--- src/rtl/regfile_pkg.sv ---
// Shared defaults and read-bus packing helpers for the multiport register file.
package regfile_pkg;

  localparam int unsigned DATA_W_DEF = 32;
  localparam int unsigned ADDR_W_DEF = 5;
  localparam int unsigned ZERO_ADDR  = 0;

  // Port i occupies [lsb(i, w) +: w] of a flattened read bus.
  function automatic int unsigned bus_lsb(input int unsigned idx, input int unsigned w);
    return idx * w;
  endfunction

endpackage

--- src/rtl/regfile_read_port.sv ---
// One combinational read port: array lookup, same-cycle bypass, zero-reg mux and busy lookup.
module regfile_read_port
  import regfile_pkg::*;
#(
  parameter int unsigned DATA_W   = DATA_W_DEF,
  parameter int unsigned ADDR_W   = ADDR_W_DEF,
  parameter bit          ZERO_REG = 1'b1,
  parameter bit          BYPASS   = 1'b1
) (
  input  logic [DATA_W-1:0] regs [2**ADDR_W],
  input  logic [2**ADDR_W-1:0] busy_vec,
  input  logic [ADDR_W-1:0] addr,
  input  logic              we0,
  input  logic [ADDR_W-1:0] wa0,
  input  logic [DATA_W-1:0] wd0,
  input  logic              we1,
  input  logic [ADDR_W-1:0] wa1,
  input  logic [DATA_W-1:0] wd1,
  output logic [DATA_W-1:0] data,
  output logic              busy
);

  logic is_zero;
  logic hit0;
  logic hit1;

  always_comb begin
    is_zero = ZERO_REG && (addr == ADDR_W'(ZERO_ADDR));
    hit0    = BYPASS && we0 && (wa0 == addr) && !is_zero;
    hit1    = BYPASS && we1 && (wa1 == addr) && !is_zero;

    data = regs[addr];
    if (is_zero)   data = '0;
    else if (hit1) data = wd1;
    else if (hit0) data = wd0;

    // An in-flight writeback to this register hides its pending busy bit.
    busy = busy_vec[addr] && !(hit0 || hit1) && !is_zero;
  end

endmodule

--- src/rtl/regfile_multiport.sv ---
// NREAD-read / 2-write register file with bypass, optional zero register and busy scoreboard.
module regfile_multiport
  import regfile_pkg::*;
#(
  parameter int unsigned DATA_W   = DATA_W_DEF,
  parameter int unsigned ADDR_W   = ADDR_W_DEF,
  parameter int unsigned NREAD    = 2,
  parameter bit          ZERO_REG = 1'b1,
  parameter bit          BYPASS   = 1'b1
) (
  input  logic                    Clock,
  input  logic                    Reset,
  input  logic [NREAD*ADDR_W-1:0] ReadAddr,
  output logic [NREAD*DATA_W-1:0] ReadData,
  output logic [NREAD-1:0]        ReadBusy,
  input  logic                    WriteEn0,
  input  logic [ADDR_W-1:0]       WriteAddr0,
  input  logic [DATA_W-1:0]       WriteData0,
  input  logic                    WriteEn1,
  input  logic [ADDR_W-1:0]       WriteAddr1,
  input  logic [DATA_W-1:0]       WriteData1,
  input  logic                    BusySet,
  input  logic [ADDR_W-1:0]       BusySetAddr
);

  localparam int unsigned DEPTH = 2**ADDR_W;

  if (NREAD < 1 || NREAD > 4) begin : g_bad_nread
    $error("regfile_multiport: NREAD must be in 1..4");
  end

  logic [DATA_W-1:0] regs [DEPTH];
  logic [DEPTH-1:0]  busy_vec;

  logic wr0_ok;
  logic wr1_ok;
  logic set_ok;

  always_comb begin
    wr0_ok = WriteEn0 && !(ZERO_REG && WriteAddr0 == ADDR_W'(ZERO_ADDR));
    wr1_ok = WriteEn1 && !(ZERO_REG && WriteAddr1 == ADDR_W'(ZERO_ADDR));
    set_ok = BusySet  && !(ZERO_REG && BusySetAddr == ADDR_W'(ZERO_ADDR));
  end

  // Port 1 is applied after port 0 so it wins an address conflict.
  always_ff @(posedge Clock) begin
    if (Reset) begin
      for (int unsigned i = 0; i < DEPTH; i++) regs[i] <= '0;
    end else begin
      if (wr0_ok) regs[WriteAddr0] <= WriteData0;
      if (wr1_ok) regs[WriteAddr1] <= WriteData1;
    end
  end

  // Issue of a new producer outranks the writeback of the old one.
  always_ff @(posedge Clock) begin
    if (Reset) begin
      busy_vec <= '0;
    end else begin
      for (int unsigned i = 0; i < DEPTH; i++) begin
        if (set_ok && BusySetAddr == ADDR_W'(i))
          busy_vec[i] <= 1'b1;
        else if ((WriteEn0 && WriteAddr0 == ADDR_W'(i)) ||
                 (WriteEn1 && WriteAddr1 == ADDR_W'(i)))
          busy_vec[i] <= 1'b0;
      end
    end
  end

  for (genvar g = 0; g < NREAD; g++) begin : g_rd
    regfile_read_port #(
      .DATA_W   (DATA_W),
      .ADDR_W   (ADDR_W),
      .ZERO_REG (ZERO_REG),
      .BYPASS   (BYPASS)
    ) u_port (
      .regs     (regs),
      .busy_vec (busy_vec),
      .addr     (ReadAddr[bus_lsb(g, ADDR_W) +: ADDR_W]),
      .we0      (WriteEn0),
      .wa0      (WriteAddr0),
      .wd0      (WriteData0),
      .we1      (WriteEn1),
      .wa1      (WriteAddr1),
      .wd1      (WriteData1),
      .data     (ReadData[bus_lsb(g, DATA_W) +: DATA_W]),
      .busy     (ReadBusy[g])
    );
  end

endmodule

--- config.mk ---
export PLATFORM = sky130hd
export DESIGN_NAME = regfile_multiport
export DESIGN_NICKNAME = d
export VERILOG_FILES = /design/src/rtl/regfile_pkg.sv /design/src/rtl/regfile_read_port.sv /design/src/rtl/regfile_multiport.sv
export SDC_FILE = /design/constraint.sdc
export NUM_CORES = 2
export LEC_CHECK = 0
export BUFFER_PORTS_ARGS = -buffer_cell sky130_fd_sc_hd__buf_2
export CORE_MARGIN = 10
export CORE_UTILIZATION = 50
export DETAILED_ROUTE_END_ITERATION = 16
export GPL_TIMING_DRIVEN = 1
export PLACE_DENSITY_LB_ADDON = 0.05
export SLEW_MARGIN = 15
export SYNTH_ARGS = -nofsm -noshare
export SYNTH_HDL_FRONTEND = slang
export SYNTH_SLANG_ARGS = --single-unit
--- constraint.sdc ---
create_clock -name Clock -period 10 [get_ports Clock]
set_input_delay 3 -clock Clock [delete_from_list [all_inputs] [get_ports Clock]]
set_output_delay 3 -clock Clock [all_outputs]
set_load 0.01 [all_outputs]
==> flow_metrics.py <==
metrics = {
    "timing": {
        "min_period_over_period": 0.9887,
        "drv_slew": 0,
        "rsz0062_at_grt": "no",
        "setup_tns_ns": 0,
        "setup_violations": 0,
        "max_freq_mhz": 101.1,
        "hold_viol": 0,
        "relSlewSlack": 0.005604,
        "skew_ns": 0,
        "fin_crit_ns": 9.887,
        "tightest_slew_ns": 1.476,
    },
    "placed_design": {
        "dpl.hpwl_um": 202000,
        "portBuffers": 159,
        "place.gp.congestion": 1.014,
        "placed_cell_area_um2": 65450,
    },
    "clocking": {
        "clk_latency_ns": 0.78,
        "ctsHoldBuffers": 0,
        "clock-sinks": 1056,
        "htreeDepth": 3,
        "clockRootBuffer": "clkbuf_16",
        "path_clk_slew_ns": 0.06,
        "cts_made_buffers": 119,
        "cts_tree": "yes",
        "cts_setup_buffers": 0,
        "post_cts_resized": 0,
        "clockBufferDepth": 3,
    },
    "floorplanning": {
        "rows": 131,
        "boundaryPins": 160,
        "fp.dieW_um": 377.7,
        "fp.dieH_um": 377.7,
        "coreArea_um2": 127400,
        "initial_utilization": 0.5022,
        "fp.dieArea_um2": 142600,
    },
    "synth": {
        "ys.flop_type": "dfxtp_1",
        "yosys.area.top_type": "dfxtp_1",
        "ys_async_sr_fraction": 0,
        "syn_area_um2": 63960,
        "ys_seq_elements": 1056,
        "ys_seq_area_frac": 0.3305,
        "synth.area.top_cells": "dfxtp_1 33%, mux4_2 17%, a211oi_1 6.9%, mux2i_1 6.9%, nor2_1 6.6%",
        "netlist_instances": 7093,
        "synth_edf_count": 0,
        "synth_top_area_frac": 0.3305,
        "yosysUniqueCellTypes": 59,
        "yosysWarnings": 0,
        "synth.avg_cell_area_um2": 9.017,
        "syn_nets": 7187,
    },
    "finish": {
        "final_common_cell": "nor2_1",
        "finalInstanceArea_um2": 69610,
        "syn_to_final_growth_pct": 8.828,
        "fin_util": 0.5466,
        "drive_gt1_frac": 0.1807,
        "most-common-layout-cells": "1,097 x nor2_1, 1,056 x dfxtp_1, 751 x nand2_1",
        "nets": 6687,
    },
    "setup_path": {
        "cpPeakStageDelay_ns": 0.95,
        "path_common_cell": "buf_2",
        "worst_ep_arrival_time_ns": 6.89,
        "rrSetupSlack_ns": 9.01,
        "startpoint": "ReadAddr[4]",
        "regToRegStartpoint": "regs[327]",
        "slowest_stage": "a211oi_1",
        "worstSetupStartpointType": "input pin",
        "worstPathMaxFanout": 23,
        "crit_chain": "buf_2, xor2_1, nor4_1, and3_4, nand2b_1, nor2_1, a211oi_1, buf_4, buf_2",
        "cp-end-kind": "primary output",
        "critPathRequiredTime_ns": 7.00,
        "reg2reg_depth": 2,
        "reg2reg_to": "regs[327]",
        "path_class": "input pin to primary output",
    },
    "min_path": {
        "holdPathStages": 1,
        "hold_path.class": "flip-flop to flip-flop",
        "whs_endpoint": "regs[997]",
        "hold_path.startpoint": "regs[997]",
    },
    "outcome": {
        "violations": "capacitance limit",
        "outcome": "finished, violations left",
    },
    "global_route": {
        "grt_pass1_vias": 60250,
        "antenna_found_initial": 45,
        "grt_pass1_wl_um": 469600,
        "globalRouteTotalUtil": 0.4563,
        "grt_overflow_total": 0,
        "grt_max_degree": 174,
    },
    "routing": {
        "dr.pass1.iters": 8,
        "postRouteWirelength_um": 338200,
        "ant_nets": 0,
        "vias": 65390,
        "via_per_inst": 7.801,
        "drc": 0,
        "drt_iter0_drc": 11690,
        "wire_per_inst_um": 40.35,
    },
    "pwr": {
        "leakagePower_nw": 24.16,
        "power_density_nw_per_um2": 149.8,
        "ir_drop_mv": 0.1493,
        "p_sw_mw": 3.034,
        "p_comb_frac": 0.131,
        "power_frac_seq": 0.417,
        "clkPwrFrac": 0.452,
        "switching_share": 0.2911,
        "intPower_mw": 7.390,
        "p_total_mw": 10.42,
    },
    "job": {
        "cap_violations": 1,
    },
}
power groups by stage:
stage,combinational [mW],sequential [mW],clock (mW)
CTS,1.29,4.35,4.67
global route,1.36,4.36,4.85
floorplan,0.776,4.42,0
detailed placement,1.28,4.44,0
finish,1.36,4.35,4.71
global placement,1.28,4.44,0
cell families (layout without fill, tap and decap cells):
family | after synthesis | count (layout) | synth area share
simple gates | 2403 | 2403 | 0.1547
compound gates | 1659 | 1659 | 0.2059
flops | 1056 | 1056 | 0.3305
buf+inv | 1021 | 620 | 0.06315
mux | 934 | 934 | 0.2430
xor+xnor | 20 | 20 | 0.002739
other cells | 0 | 28 | 0
per-stage QoR:
stage / setup slack, ns / std cells / hold WS (ns)
after global routing: 0.1122 / 8365 / 0.4933
after detailed placement: 0.4231 / 8133 / 0.4702
after CTS: 0.4135 / 8353 / 0.4782
after global placement: 0.4825 / 8133 / 0.4634
final: 0.1131 / 8382 / 0.4834
after floorplan: 1.972 / 7093 / 0.4509
routing by layer:
| layer | part of all wire | routed length (µm) | up-vias | GRT usage |
|---|---|---|---|---|
| li1 | - | - | 25900 | - |
| met1 | 0.35 | 117800 | 31860 | 0.5672 |
| met2 | 0.39 | 133100 | 5989 | 0.6180 |
| met3 | 0.17 | 56600 | 1599 | 0.2066 |
| met4 | 0.090 | 30360 | 38 | 0.3278 |
| met5 | 0.0010 | 349 | - | 0.005726 |
worst max-delay path: cells and delay by family:
kind	cells	cell delay (ns)
compound gates	1	0.95
xor+xnor	1	0.17
buf+inv	3	0.87
simple gates	4	1.88
cells in the mapped netlist, types with 3 or more instances:
master,count
nor2_1,1119
dfxtp_1,1056
nand2_1,802
clkbuf_1,797
a211oi_1,588
mux4_2,495
a311oi_1,459
mux2i_1,438
nand3_1,274
a32oi_1,218
buf_2,117
o22ai_1,96
buf_1,90
a22oi_1,81
nor2b_1,59
a21oi_1,49
nor3_1,47
o21ai_0,39
and2_1,37
a221oi_1,30
a22o_1,18
nand2b_1,18
a211o_1,15
a21o_1,15
o221ai_1,13
buf_4,12
o221ai_2,10
xnor2_1,10
xor2_1,10
o211ai_1,8
and3_1,6
nand4_1,6
a2111oi_0,5
or2_2,5
a221o_1,4
a32o_1,4
nand3b_1,4
nor3b_1,4
nor4_2,4
or3_1,4
inv_1,3
nor4_1,3
final cells by class:
cell class | count | area (µm²)
diodes | 28 | 70.07
multi-input cells | 5016 | 39360
inverters | 3 | 11.26
clock buffers | 183 | 3602
well taps | 1662 | 2079
flip-flops and latches | 1056 | 21140
clock inverters | 37 | 460.4
fillers | 11410 | 57750
repair buffers | 397 | 2888
how the worst max path moves through the flow:
stage | endpoint | slack [ns] | depth (start not counted)
6_report | ReadData[15] | 0.11 | 9
5_1_grt | ReadData[15] | 0.11 | 9
4_1_cts | ReadData[63] | 0.41 | 9
3_5_place_dp | ReadData[63] | 0.42 | 9
3_3_place_gp | ReadData[63] | 0.48 | 9
2_1_floorplan | ReadBusy[1] | 1.97 | 10
state kept, by name, indices dropped and copies added, names as in the netlist:
| signal | flops |
|---|---|
| regs | 1024 |
| busy_vec | 32 |
No activity file was read; power rests on OpenSTA's default activity.
